`config.mk`:
```
export PLATFORM = sky130hd
export DESIGN_NAME = fc_arbiter
export DESIGN_NICKNAME = d
export VERILOG_FILES = /design/src/rtl/fc_arbiter.sv
export SDC_FILE = /design/constraint.sdc
export NUM_CORES = 1
export LEC_CHECK = 0
export ABC_AREA = 1
export BUFFER_PORTS_ARGS = -buffer_cell sky130_fd_sc_hd__clkbuf_2
export CAP_MARGIN = 20
export CORE_ASPECT_RATIO = 1.2
export CORE_MARGIN = 2
export CORE_UTILIZATION = 45
export DETAILED_ROUTE_END_ITERATION = 6
export PLACE_DENSITY = 0.78
export SLEW_MARGIN = 20
export SYNTH_ARGS = -nofsm -noshare
export SYNTH_HDL_FRONTEND = slang
export SYNTH_SLANG_ARGS = --single-unit
```
`constraint.sdc`:
```
create_clock -name clk -period 4 [get_ports clk]
set_clock_uncertainty 0.2 [all_clocks]
set_input_delay 1.2 -clock clk [delete_from_list [all_inputs] [get_ports clk]]
set_output_delay 1.2 -clock clk [all_outputs]
set_load 0.005 [all_outputs]
```
`src/rtl/fc_arbiter.sv`:
```
// rtl/fc_arbiter.sv - four-source round-robin FIFO-to-FIFO arbiter with a two-stage pop-to-push pipeline
module fc_arbiter #(
  parameter int WIDTH = 6
) (
  input  logic             clk,
  input  logic             reset,
  input  logic [3:0]       empty,
  input  logic [3:0]       almost_empty,
  input  logic [3:0]       cf,
  input  logic             almost_full_out,
  input  logic             full_out,
  input  logic [WIDTH-1:0] data_in0,
  input  logic [WIDTH-1:0] data_in1,
  input  logic [WIDTH-1:0] data_in2,
  input  logic [WIDTH-1:0] data_in3,
  output logic [3:0]       pop,
  output logic             push,
  output logic [WIDTH-1:0] data_out,
  output logic [1:0]       state,
  output logic [1:0]       grant
);

  typedef enum logic [1:0] {
    IDLE  = 2'd0,
    SERVE = 2'd1,
    STALL = 2'd2
  } state_t;

  state_t     cur_state, nxt_state;
  logic [3:0] last_pop;
  logic [3:0] elig;
  logic       stall;
  logic       sel_found;
  logic [1:0] sel_idx;
  logic [1:0] cand;
  logic       pop_en;
  logic       p1_valid;
  logic [1:0] p1_idx;

  assign stall = almost_full_out | full_out;

  // The flags lag the FIFOs by a cycle, so a source just popped while almost
  // empty may really be empty now; skip it for one cycle.
  assign elig = ~empty & cf & ~(last_pop & almost_empty);

  always_comb begin
    sel_found = 1'b0;
    sel_idx   = grant;
    cand      = '0;
    for (int k = 1; k <= 4; k++) begin
      cand = grant + 2'(k);
      if (!sel_found && elig[cand]) begin
        sel_found = 1'b1;
        sel_idx   = cand;
      end
    end
  end

  assign pop_en = !reset && (cur_state != STALL) && !stall && sel_found;
  assign pop    = pop_en ? (4'b0001 << sel_idx) : 4'b0000;
  assign state  = cur_state;

  always_comb begin
    nxt_state = cur_state;
    if (stall) begin
      nxt_state = STALL;
    end else begin
      case (cur_state)
        IDLE:    nxt_state = sel_found ? SERVE : IDLE;
        SERVE:   nxt_state = sel_found ? SERVE : IDLE;
        STALL:   nxt_state = IDLE;
        default: nxt_state = IDLE;
      endcase
    end
  end

  always_ff @(posedge clk or posedge reset) begin
    if (reset) begin
      cur_state <= IDLE;
      grant     <= 2'd3;
      last_pop  <= 4'b0000;
      p1_valid  <= 1'b0;
      p1_idx    <= 2'd0;
    end else begin
      cur_state <= nxt_state;
      last_pop  <= pop;
      p1_valid  <= pop_en;
      p1_idx    <= sel_idx;
      if (pop_en) begin
        grant <= sel_idx;
      end
    end
  end

  // Stage two: the source's read data is valid one cycle after its pop.
  always_ff @(posedge clk or posedge reset) begin
    if (reset) begin
      push     <= 1'b0;
      data_out <= '0;
    end else begin
      push <= p1_valid;
      if (p1_valid) begin
        case (p1_idx)
          2'd0:    data_out <= data_in0;
          2'd1:    data_out <= data_in1;
          2'd2:    data_out <= data_in2;
          default: data_out <= data_in3;
        endcase
      end
    end
  end

endmodule

```
After elaboration in Yosys (flattened, before gate mapping)
Cells that the tools add are included.
{ "op_classes": {"add_sub_neg": 3, "n_mux": 21, "eq_ne": 4, "n_reduce_logical": 14, "magnitude_cmp": 4, "shift": 1, "bitwise": 6} }
{ "ops": {"columns": ["operator", "n"], "rows": [
  ["$pmux 6 s3", 1],
  ["$and 4x4->4", 3],
  ["$lt 2x3->1 const B", 4],
  ["$mux 1", 10],
  ["$mux 2", 5],
  ["$bmux 1 s2", 4],
  ["$not 4->4", 2],
  ["$logic_and 1x1->1", 6],
  ["$logic_not 1->1", 5],
  ["$add 2x2->2 const B", 2],
  ["$eq 2x1->1 const B", 2],
  ["$logic_not 2->1", 2],
  ["$mux 4", 1],
  ["$shl 1x2->4 const A", 1],
  ["$add 2x1->2 const B", 1],
  ["$eq 2x2->1 const B", 1],
  ["$ne 2x2->1 const B", 1],
  ["$reduce_or 2->1", 1],
  ["$or 1x1->1", 1]
]} }
{ "word_totals": {"out_inout_bits": 15, "wordCells": 60, "reg_bits": 18, "input_bits": 40} }

Logic depth before layout (Yosys ltp)
Gate-level depths: netlist of the first run.
{ "logic_depth": {"word_depth": 18, "mapped_depth": 12, "depth_no_buf": 11} }

Least setup slack after synthesis of the first run
Ideal clock, no wire load.
{ "synth_path": {"kind": "input -> output", "start": "in reset", "end": "out pop[0]", "slack_ps": 371, "arrival_ps": 2229, "stages": 7, "required_time_ps": 2600, "n_path_buf": 0, "path_cell_list": "inv_1 > o211ai_1 > inv_1 > nand2_1 > inv_2 > nand3_1 > nor2_1"} }
{ "synth_via": {"elab_chain_cells": 5} }
{ "synth_lines": {"columns": ["element", "line", "text"], "rows": [
  ["start: declaration", "6", "input logic reset,"],
  ["$logic_not 1->1 (no line)", null, null],
  ["$logic_and 1x1->1 (3 in series)", "59", "assign pop_en = !reset && (cur_state != STALL) && !stall && sel_found;"],
  ["named net pop_en", "36", "logic pop_en;"],
  ["$mux 4", "60", "assign pop = pop_en ? (4'b0001 << sel_idx) : 4'b0000;"],
  ["end: declaration", "16", "output logic [3:0] pop,"]
]} }
The timed path passes the listed nets, and every way through them passes these cells.

Final worst setup path of the first run
{ "layout_path": {"start": "in almost_empty[2]", "end": "out pop[0]"} }
{ "layout_via": {"elab_chain_cells": 17} }
{ "layout_lines": {"columns": ["element", "line", "text"], "rows": [
  ["start: declaration", "8", "input logic [3:0] almost_empty,"],
  ["$and 4x4->4 *", "44", "assign elig = ~empty & cf & ~(last_pop & almost_empty);"],
  ["$not 4->4 *", "44", null],
  ["$and 4x4->4 *", "44", null],
  ["$bmux 1 s2", "52", "if (!sel_found && elig[cand]) begin"],
  ["$mux 1 (not written as such)", "52", null],
  ["$mux 1", "52", null],
  ["$logic_not 1->1", "52", null],
  ["$logic_and 1x1->1", "52", null],
  ["[... 2 more ...]", null, null],
  ["$logic_and 1x1->1", "52", null],
  ["$mux 1", "52", null],
  ["$logic_not 1->1", "52", null],
  ["$logic_and 1x1->1", "52", null],
  ["$mux 1 *", "52", null],
  ["$logic_and 1x1->1 *", "59", null],
  ["named net pop_en", "36", null],
  ["$mux 4 *", "60", null]
]} }
Mark *: on every way through the listed nets, which the timed path passes. The rest lies on a longest branch. The select of a mux whose other input is x is not followed.

==> results of run 1 <==
[per-layer routing]
layer | up-vias | global-route usage [%] | part of all wire [%]
li1 | 579 | - | -
met1 | 512 | 23.2 | 40
met2 | 63 | 36.9 | 51
met3 | 4 | 3.09 | 8.0
met4 | 0 | 6.53 | 0.74
met5 | - | 0 | 0
[flip-flops by register name (all words and copies together) (netlist names)]
signal and flops:
data_out 6, grant 2, last_pop 4, p1_idx 2
p1_valid 1, push 1, state 2
[cells in the mapped netlist (all sizes together)]
cell type	number	area (um^2)
nand3b	1	7.51
dfstp	2	52.6
nand4	9	56.3
xor2	1	16.3
nand2	49	224
nor2	10	50.1
o211ai	1	7.51
buf	4	27.5
nand3	18	105
o21ai	7	35.0
xnor2	1	16.3
dfrtp	16	400
a31oi	6	37.5
inv	15	56.3
clkbuf	1	3.75
clkinv	1	8.76
[what timing repair did]
item,4_1_cts,5_1_grt
hold endpoints to repair,0,0
gates resized for setup,0,2
endpoints found under the setup margin,0,3
setup buffers,0,2
[final timing paths]
kind / slack, ns / endpoint / cells after the start / start
setup / recovery: 0.15 / pop[0] / 11 / almost_empty[2]
hold / removal: 0.19 / push / 0 / p1_valid
setup reg to reg: 1.87 / grant[0] / 9 / grant[0]
hold reg to reg: 0.19 / push / 0 / p1_valid
max in group asynchronous: 2.63 / grant[0] / 3 / reset
min in group asynchronous: 0.71 / data_out[3] / 3 / reset
[power breakdown]
| part | switching, mW | internal [mW] |
|---|---|---|
| Sequential | 0.0810 | 0.248 |
| Clock | 0.0561 | 0.0555 |
| Combinational | 0.403 | 0.243 |
[area by class of cell]
type                    count  area share [%]
clock buffers               4            2.51
inverters                  16            4.50
multi-input cells         103            38.8
flip-flops and latches     18            31.3
well taps                  31            2.68
repair buffers             57            20.2
[worst reg2reg max path, stage by stage, from the launching register on]
cell,delay [ns]
dfstp_2,0.71
clkinv_4,0.14
nand4_1,0.15
nand3_1,0.10
nand2_2,0.12
nand4_1,0.17
nand2_2,0.14
inv_2,0.08
buf_4,0.14
o21ai_1,0.13
[stage by stage]
stage	setup slack [ns]	instance area [um^2]	hold slack, ns	util, %
after floorplan	0.371	1100	0.154	-
after global placement	0.140	1390	0.165	60.3
after detailed placement	0.116	1390	0.169	60.3
after CTS	0.105	1430	0.194	61.9
after global routing	0.00197	1450	0.217	62.7
final	0.151	1450	0.187	62.7
[logic make-up (layout without fill, tap and decap cells)]
group / Yosys count / in the layout / synth area share (%)
buf+inv: 21 / 77 / 8.72
flops: 18 / 18 / 41.0
compound gates: 14 / 14 / 7.25
xor+xnor: 2 / 2 / 2.95
simple gates: 87 / 87 / 40.1
==> impl_results.md, run 1 <==
- Buffer depth of the longest clock path: 2
- Crit path largest cell delay: 0.16 ns
- Initial core utilization: 47.9%
- Initial antenna violation count: 0
- Arrival time worst endpoint: 2.45 ns
- Most frequent cells in the layout: clkbuf_2 (54), nand2_1 (40), dfrtp_1 (16), nand3_1 (15), inv_1 (13)
- Number of nets at the end of the flow: about 240
- Tot GR Track Use: between 10% and 20%
- Proportion of synthesized chip area in sequential cells: 41.0%
- Chip Width: 49.2 um
- Count of placed standard cells in the final layout, fillers left out: around 230
- Worst hold-check path type: flip-flop to flip-flop
- Number of search-and-repair iterations in the first detailed-routing pass: 4
- Multi-input combinational cell area: 561 um^2
- Final-report setup violation count: 0
- Number of max-cap violations: 0
- Slew at the pin closest to its max-slew limit: a little over 0.4 ns
- Number of instances in the placed design: 223
- Reported leakage power: roughly 0.82 nW
- Cell class contributing the biggest share of worst-path delay: simple AND/OR/NAND/NOR gates
- Headroom to the max-slew limit: 72.5%
- CTS Hold Buffers Added: 0
- Cell variety after synth: 26
- Layout area overhead: 30.9%
- Maximum resistive drop on vdd: 556 uV
- Total power consumption of the routed design: 1.09 mW
- Yosys Warn Count: 0
- Floorplan die area: between 0.002 and 0.003 mm^2
- Area taken by flip-flops and latches: around 450 um^2
- Number of global-route vias before repair: 1047
- DR iter-0 viols: 40
- Count of input and output buffers: 54
- Residual DRC count: 0
- Fraction of final layout cells sized beyond drive strength 1: 42.4%
- CTS tree: yes
- Grt ovf: 0
- Clock Tree Root: clkbuf_4
- Total half-perimeter wirelength after legalization and detailed placement: 2.26 mm
- Detail-routed net length per standard cell: ~12 um
- Number of vias after detailed routing: 1158
- Bufs and invs on worst path: 3
- Core region area: 0.00231 mm^2
- Number of storage elements in the synthesis netlist: 18
- Clock edge transition at the registers on the reported setup and hold paths: roughly 0.1 ns
- Final critical delay including setup and external delays: slightly below 4 ns
- TritonCTS buffer count: 3
- Status: finished clean
- Setup repair after global routing missed its margin: no
- Largest fanout of any net on the critical path: 5
- Routability Congestion: 0.910
- Cell type of the slowest stage on the worst timing path: nand4_1
- Post-detailed-route via-to-cell ratio: 5.06
- Worst EP required: 2.60 ns
- Maximum number of pins on one net before global-route repair: 19
- Final wirelength: 2.83 mm
- Final setup TNS: 0 ns
- Series of cell instances along the critical path: clkbuf_2 > nand2_1 > nand4_1 > nand3_1 > nand2_2 > nand4_1 > nand2_2 > inv_2 > nand3_1 > nor2_1 > clkbuf_2
- Worst-Skew Late Latency: between 0.2 and 0.3 ns
- Portion of the clock cycle consumed by the worst path in the final layout: 96.2%
- Critical path capture point type: primary output
- Type of the worst setup path: input pin to primary output
- IO Pins: 55
- Number of slew-limit violations in the final report: 0
- Cell area power density: about 750 mW/mm^2
- H-tree levels: 1
- Post-route ant nets: 0
- Wire length of the first global-routing pass: 4.40 mm
- Fill cell count: 204
- Mean Syn Cell Area: 7.78 um^2
- Count of mapped cells out of synthesis: 142
- Number of sinks driven by the clock tree: 18
- Kind of launch point of the worst setup path: input pin
- Most common library cell in the layout ignoring fill and taps: clkbuf_2
- Site row count: 19
- Fin. Hold Viols: 0
- Diode insertion count for antenna repair: 0
- Mapped Nets: 182
- Synthesized cell area: ~0.0011 mm^2
- Chip height: 58.3 um
- Achievable clock frequency: around 0.26 GHz
No activity file was read; power rests on OpenSTA's default activity.
==> inputs of run 2 (changes only) <==
--- a/config.mk
+++ b/config.mk
@@ -13,6 +13,7 @@
 export CORE_UTILIZATION = 45
 export DETAILED_ROUTE_END_ITERATION = 6
 export PLACE_DENSITY = 0.78
+export RECOVER_POWER = 25
 export SLEW_MARGIN = 20
 export SYNTH_ARGS = -nofsm -noshare
 export SYNTH_HDL_FRONTEND = slang
==> impl_results.md, run 2 (same netlist as run 1, synthesis figures left out) <==
- Total half-perimeter wirelength after legalization and detailed placement: 2.26 mm (unchanged)
- Tot GR Track Use: 19.8% (unchanged)
- PnR worst setup slack: 0.155 ns (+0.00406 ns)
- Cell type of the slowest stage on the worst timing path: nand4_1
- Clock edge transition at the registers on the reported setup and hold paths: 0.10 ns (about the same)
- Site row count: 19 (unchanged)
- CTS tree: yes
- Diode insertion count for antenna repair: 0 (unchanged)
- Residual DRC count: 0 (unchanged)
- Clock Tree Root: clkbuf_4
- Number of nets at the end of the flow: 239 (unchanged)
- Post-detailed-route via-to-cell ratio: 5.05 (-0.17%)
- Largest fanout of any net on the critical path: 5 (unchanged)
- Max FFs per register: 6 (unchanged)
- Post-route ant nets: 0 (unchanged)
- Worst hold-check path type: flip-flop to flip-flop
- Fraction of the core area covered by cells at the end of the flow: 62.6% (-0.16 points)
- Final setup TNS: 0 ns (unchanged)
- Number of global-route vias before repair: 1047 (unchanged)
- Global-route met1 utilization: 23.2% (unchanged)
- Status: finished clean
- Most frequent cells in the layout: clkbuf_2 (54), nand2_1 (40), dfrtp_1 (16), nand3_1 (15), inv_1 (13)
- Net switching power of the design: 0.540 mW (about the same)
- Slew at the pin closest to its max-slew limit: 0.943 ns (+0.533 ns)
- Reported leakage power: 0.813 nW (-0.44%)
- Most common library cell in the layout ignoring fill and taps: clkbuf_2
- Kind of launch point of the worst setup path: input pin
- TritonCTS buffer count: 3 (unchanged)
- Layout area overhead: 30.6%
- Part of the power in combinational logic: 59.4% (about the same)
- Crit path largest cell delay: 0.16 ns (about the same)
- Type of the worst setup path: input pin to primary output
- Portion of the clock cycle consumed by the worst path in the final layout: 96.1% (-0.10 points)
- Final-report setup violation count: 0 (unchanged)
- Switching part of the total: 49.7% (about the same)
- Fin. Hold Viols: 0 (unchanged)
- Routability Congestion: 0.910 (unchanged)
- Maximum number of pins on one net before global-route repair: 19 (unchanged)
- Register with the highest flop count: data_out
- Critical path capture point type: primary output
- Worst setup timing slack at the placement stage: 0.116 ns (unchanged)
- Number of sinks driven by the clock tree: 18 (unchanged)
- Fill cell count: 204 (unchanged)
- Cell area power density: 753 mW/mm^2 (+0.22%)
- Number of max-cap violations: 0 (unchanged)
- Buffer depth of the longest clock path: 2 (unchanged)
- Met2 GRT Util: 36.9% (unchanged)
- Core region area: 0.00231 mm^2 (unchanged)
- Count of input and output buffers: 54 (unchanged)
- Worst-Skew Late Latency: 0.29 ns (about the same)
- Headroom to the max-slew limit: 37.1% (-35 points)
- Arrival time worst endpoint: 2.45 ns (about the same)
- Setup repair after global routing missed its margin: no
- Area taken by flip-flops and latches: 453 um^2 (unchanged)
- Floorplan die area: 0.00287 mm^2 (unchanged)
- Grt ovf: 0 (unchanged)
- Final critical delay including setup and external delays: 3.85 ns (-0.00406 ns)
- DR iter-0 viols: 39 (-2.5%)
- Number of vias after detailed routing: 1156 (-0.17%)
- Fraction of final layout cells sized beyond drive strength 1: 41.9% (-0.51 points)
- Met3 global-route usage: 3.09% (unchanged)
- Initial antenna violation count: 0 (unchanged)
- H-tree levels: 1 (unchanged)
- Wire length of the first global-routing pass: 4.40 mm (unchanged)
- Biggest regs: data_out (6), last_pop (4)
- Cell class contributing the biggest share of worst-path delay: simple AND/OR/NAND/NOR gates
- Cell-internal power: 0.547 mW (about the same)
- Worst EP required: 2.60 ns (about the same)
- Achievable clock frequency: 0.260 GHz (+0.11%)
- Sequential group share of total power: 30.3% (about the same)
- Clock share of power: 10.3% (about the same)
- Chip Width: 49.2 um (unchanged)
- Detail-routed net length per standard cell: 12.3 um (-0.74%)
- Multi-input combinational cell area: 561 um^2 (unchanged)
- Post-route cell area: 0.00144 mm^2 (-0.26%)
- Chip height: 58.3 um (unchanged)
- Final wirelength: 2.81 mm (-0.74%)
- Post-DP Area: 0.00139 mm^2 (unchanged)
- Series of cell instances along the critical path: clkbuf_2 > nand2_1 > nand4_1 > nand3_1 > nand2_2 > nand4_1 > nand2_2 > inv_2 > nand3_1 > nor2_1 > clkbuf_2
- Number of slew-limit violations in the final report: 0 (unchanged)
- Number of search-and-repair iterations in the first detailed-routing pass: 4 (unchanged)
- Initial core utilization: 47.9% (unchanged)
- Total power consumption of the routed design: 1.09 mW (about the same)
- IO Pins: 55 (unchanged)
- Bufs and invs on worst path: 3 (unchanged)
- Grt peak-use layer: met2
- Maximum resistive drop on vdd: 557 uV (about the same)
## run 2: cell count changes in the layout (fill, tap and decap cells not counted)
cell / before / now
buf_4: 3 / 2
clkbuf_1: 0 / 1
## run 2: worst paths after layout
check,slack [ns],from,endpoint,cells after the start
hold reg to reg,0.19,p1_valid,push,0
min in group asynchronous,0.97,reset,data_out[3],3
max in group asynchronous,2.06,reset,last_pop[3],3
hold / removal,0.19,p1_valid,push,0
setup reg to reg,1.88,grant[0],grant[0],9
setup / recovery,0.15,almost_empty[2],pop[0],11
## run 2: repair_timing
item | 4_1_cts | 5_1_grt
setup endpoints to repair | 0 | 3
buffers inserted | 0 | 2
hold endpoints to repair | 0 | 0
resized for setup | 0 | 2
hold buffers | 0 | 0
## run 2: per-layer routing
| layer | vias up | wire, um | share of wire, % |
|---|---|---|---|
| met5 | - | 0 | 0 |
| met4 | 0 | 31 | 1.1 |
| met3 | 5 | 220 | 7.8 |
| met2 | 60 | 1430 | 51 |
| met1 | 513 | 1130 | 40 |
| li1 | 578 | - | - |
## run 2: area by class of cell
class / count / share of cell area (%)
Clock buffer: 4 / 2.52
Sequential cell: 18 / 31.4
Tap cell: 31 / 2.69
Multi-Input combinational cell: 103 / 38.9
Timing Repair Buffer: 57 / 20.0
Inverter: 16 / 4.51
## run 2: worst reg2reg max path, delay by kind of cell (launching register included)
kind                   cells  cell delay (ns)
AOI/OAI and AO/OA          1             0.13
buffers and inverters      3             0.35
DFF                        1             0.71
and+or+nand+nor            5             0.68
## run 2: power by group through the flow
| stage | clock [mW] | sequential (mW) | combinational (mW) |
|---|---|---|---|
| 2_1_floorplan | 0 | 0.279 | 0.543 |
| 3_3_place_gp | 0 | 0.326 | 0.611 |
| 3_5_place_dp | 0 | 0.330 | 0.633 |
| 4_1_cts | 0.114 | 0.327 | 0.636 |
| 5_1_grt | 0.121 | 0.338 | 0.701 |
| 6_report | 0.112 | 0.329 | 0.645 |
## run 2: through the flow
step                      hold WS (ns)  std cells
after floorplan                  0.154        142
after global placement           0.165        223
after detailed placement         0.169        223
after CTS                        0.194        227
after global routing             0.217        229
final                            0.187        229
==> inputs of run 3 (changes only) <==
--- a/config.mk
+++ b/config.mk
@@ -6,13 +6,13 @@
 export NUM_CORES = 1
 export LEC_CHECK = 0
 export ABC_AREA = 1
-export BUFFER_PORTS_ARGS = -buffer_cell sky130_fd_sc_hd__clkbuf_2
 export CAP_MARGIN = 20
 export CORE_ASPECT_RATIO = 1.2
 export CORE_MARGIN = 2
 export CORE_UTILIZATION = 45
 export DETAILED_ROUTE_END_ITERATION = 6
-export PLACE_DENSITY = 0.78
+export DONT_BUFFER_PORTS = 1
+export PLACE_DENSITY = 0.59
 export RECOVER_POWER = 25
 export SLEW_MARGIN = 20
 export SYNTH_ARGS = -nofsm -noshare
==> impl_results.md, run 3 (same netlist as run 1, synthesis figures left out) <==
- Status: finished clean
- Max FFs per register: 6 (unchanged)
- Wire length of the first global-routing pass: 4.06 mm (-7.5%)
- DR iter-0 viols: 20 (-49%)
- Cell area power density: 878 mW/mm^2 (+17%)
- Buffer depth of the longest clock path: 2 (unchanged)
- Worst hold-check path type: flip-flop to flip-flop
- Clock edge transition at the registers on the reported setup and hold paths: 0.10 ns (about the same)
- Achievable clock frequency: 0.271 GHz (+4.1%)
- Largest fanout of any net on the critical path: 5 (unchanged)
- Grt ovf: 0 (unchanged)
- TritonCTS buffer count: 3 (unchanged)
- Number of vias after detailed routing: 928 (-20%)
- Part of the power in combinational logic: 55.7% (-3.7 points)
- Site row count: 19 (unchanged)
- Final critical delay including setup and external delays: 3.69 ns (-0.150 ns)
- Critical hold path startpoint: p1_valid
- Setup repair after global routing missed its margin: no
- Most common library cell in the layout ignoring fill and taps: nand2_1
- Slew at the pin closest to its max-slew limit: 0.919 ns (-0.0236 ns)
- Total half-perimeter wirelength after legalization and detailed placement: 1.98 mm (-12%)
- Sequential group share of total power: 33.5% (+3.2 points)
- Type of the worst setup path: input pin to primary output
- Post-DP Area: 0.00112 mm^2 (-19%)
- Biggest regs: data_out (6), last_pop (4)
- Number of nets at the end of the flow: 183 (-23%)
- Initial core utilization: 47.9% (unchanged)
- Arrival time worst endpoint: 2.29 ns (-0.16 ns)
- Detail-routed net length per standard cell: 14.1 um (+15%)
- Bufs and invs on worst path: 1 (-2)
- Tightest hold margin: 0.185 ns (-0.00145 ns)
- Portion of the clock cycle consumed by the worst path in the final layout: 92.4% (-3.8 points)
- Number of search-and-repair iterations in the first detailed-routing pass: 4 (unchanged)
- Switching part of the total: 50.2% (+0.53 points)
- Fin. Hold Viols: 0 (unchanged)
- Headroom to the max-slew limit: 38.7% (+1.6 points)
- Hold-critical path depth: 0 (unchanged)
- Number of sinks driven by the clock tree: 18 (unchanged)
- Count of input and output buffers: 0 (-100%)
- Cell class contributing the biggest share of worst-path delay: simple AND/OR/NAND/NOR gates
- Most frequent cells in the layout: nand2_1 (41), dfrtp_1 (16), nand3_1 (15), inv_1 (13), nand4_1 (9)
- Post-route ant nets: 0 (unchanged)
- Reported leakage power: 0.575 nW (-29%)
- Worst-Skew Late Latency: 0.29 ns (about the same)
- Chip height: 58.3 um (unchanged)
- Cell type of the slowest stage on the worst timing path: nor2_1
- Clock Tree Root: clkbuf_4
- Number of global-route vias before repair: 899 (-14%)
- H-tree levels: 1 (unchanged)
- Series of cell instances along the critical path: nand2_1 > nand4_1 > nand3_1 > nand2_2 > nand4_1 > nand2_1 > inv_2 > nand3_1 > nor2_1
- Number of max-cap violations: 0 (unchanged)
- Diode insertion count for antenna repair: 0 (unchanged)
- Endpoint of the worst-slack reg-to-reg timing path: last_pop[1]
- Number of cells on the worst reg-to-reg path: 10 (+1)
- Total power consumption of the routed design: 1.01 mW (-6.9%)
- Post-detailed-route via-to-cell ratio: 5.36 (+6.3%)
- Layout area overhead: 4.30%
- Floorplan die area: 0.00287 mm^2 (unchanged)
- Number of slew-limit violations in the final report: 0 (unchanged)
- Clock share of power: 10.8% (+0.5 points)
- CTS tree: yes
- Fraction of final layout cells sized beyond drive strength 1: 17.6% (-24 points)
- Maximum resistive drop on vdd: 458 uV (-18%)
- Maximum number of pins on one net before global-route repair: 19 (unchanged)
- Final-report setup violation count: 0 (unchanged)
- R2r setup slk: 1.86 ns (-0.02 ns)
- Register with the highest flop count: data_out
- Cell-internal power: 0.504 mW (-7.9%)
- Kind of launch point of the worst setup path: input pin
- Post-CTS setup buffers: 0 (unchanged)
- Hold EP: push
- Initial antenna violation count: 0 (unchanged)
- Fill cell count: 246 (+21%)
- Worst reg2reg path startpoint: grant[0]
- CTS Hold Buffers Added: 0 (unchanged)
- Worst EP required: 2.60 ns (about the same)
- IO Pins: 55 (unchanged)
- Tot GR Track Use: 18.6% (-1.2 points)
- Final wirelength: 2.44 mm (-13%)
- Cts repair resizes: 0 (unchanged)
- Crit path largest cell delay: 0.17 ns (about the same)
- Fraction of the core area covered by cells at the end of the flow: 50.0% (-13 points)
- Net switching power of the design: 0.508 mW (-5.9%)
- Post-route cell area: 0.00115 mm^2 (-20%)
- Chip Width: 49.2 um (unchanged)
- Core region area: 0.00231 mm^2 (unchanged)
- Routability Congestion: 0.849 (-6.6%)
- Multi-input combinational cell area: 556 um^2 (-0.89%)
- Critical path capture point type: primary output
- Area taken by flip-flops and latches: 453 um^2 (unchanged)
- Final setup TNS: 0 ns (unchanged)
- Residual DRC count: 0 (unchanged)
==> run 3: cell types whose count changed in the layout (fill, tap and decap cells not counted), sizes merged <==
cell    previous run  this run
clkbuf            59         5
buf                2         0
==> run 3: how the worst max path moves through the flow <==
stage | start | end | slack, ns | cells past startpoint
detailed placement | almost_empty[0] | pop[0] | 0.32 | 9
floorplan | reset | pop[0] | 0.37 | 7
CTS | almost_empty[0] | pop[0] | 0.31 | 9
global route | almost_empty[0] | pop[0] | 0.17 | 9
global placement | almost_empty[0] | pop[0] | 0.34 | 9
finish | almost_empty[0] | pop[0] | 0.31 | 9
==> run 3: area by class of cell <==
cell class / count / area share, %
clock buffers: 4 / 3.15
well taps: 31 / 3.37
repair buffers: 1 / 0.326
inverters: 16 / 5.65
multi-input cells: 103 / 48.2
flip-flops and latches: 18 / 39.3
==> run 3: power groups by stage <==
stage / sequential, mW / combinational, mW / clock (mW)
2_1_floorplan: 0.279 / 0.543 / 0
6_report: 0.339 / 0.564 / 0.109
3_5_place_dp: 0.345 / 0.564 / 0
5_1_grt: 0.349 / 0.634 / 0.118
4_1_cts: 0.341 / 0.566 / 0.113
3_3_place_gp: 0.341 / 0.549 / 0
==> run 3: per-layer routing <==
metal	GRT usage [%]	part of all wire [%]	vias to the layer above
met5	0	0	-
li1	-	-	463
met1	19.4	36	418
met4	5.71	2.3	0
met3	7.47	9.1	5
met2	34.0	52	42
==> run 3: per-stage QoR <==
stage	instances	setup WS [ns]
after CTS	173	0.311
after floorplan	142	0.371
after global placement	169	0.335
after detailed placement	169	0.315
after global routing	173	0.171
final	173	0.305
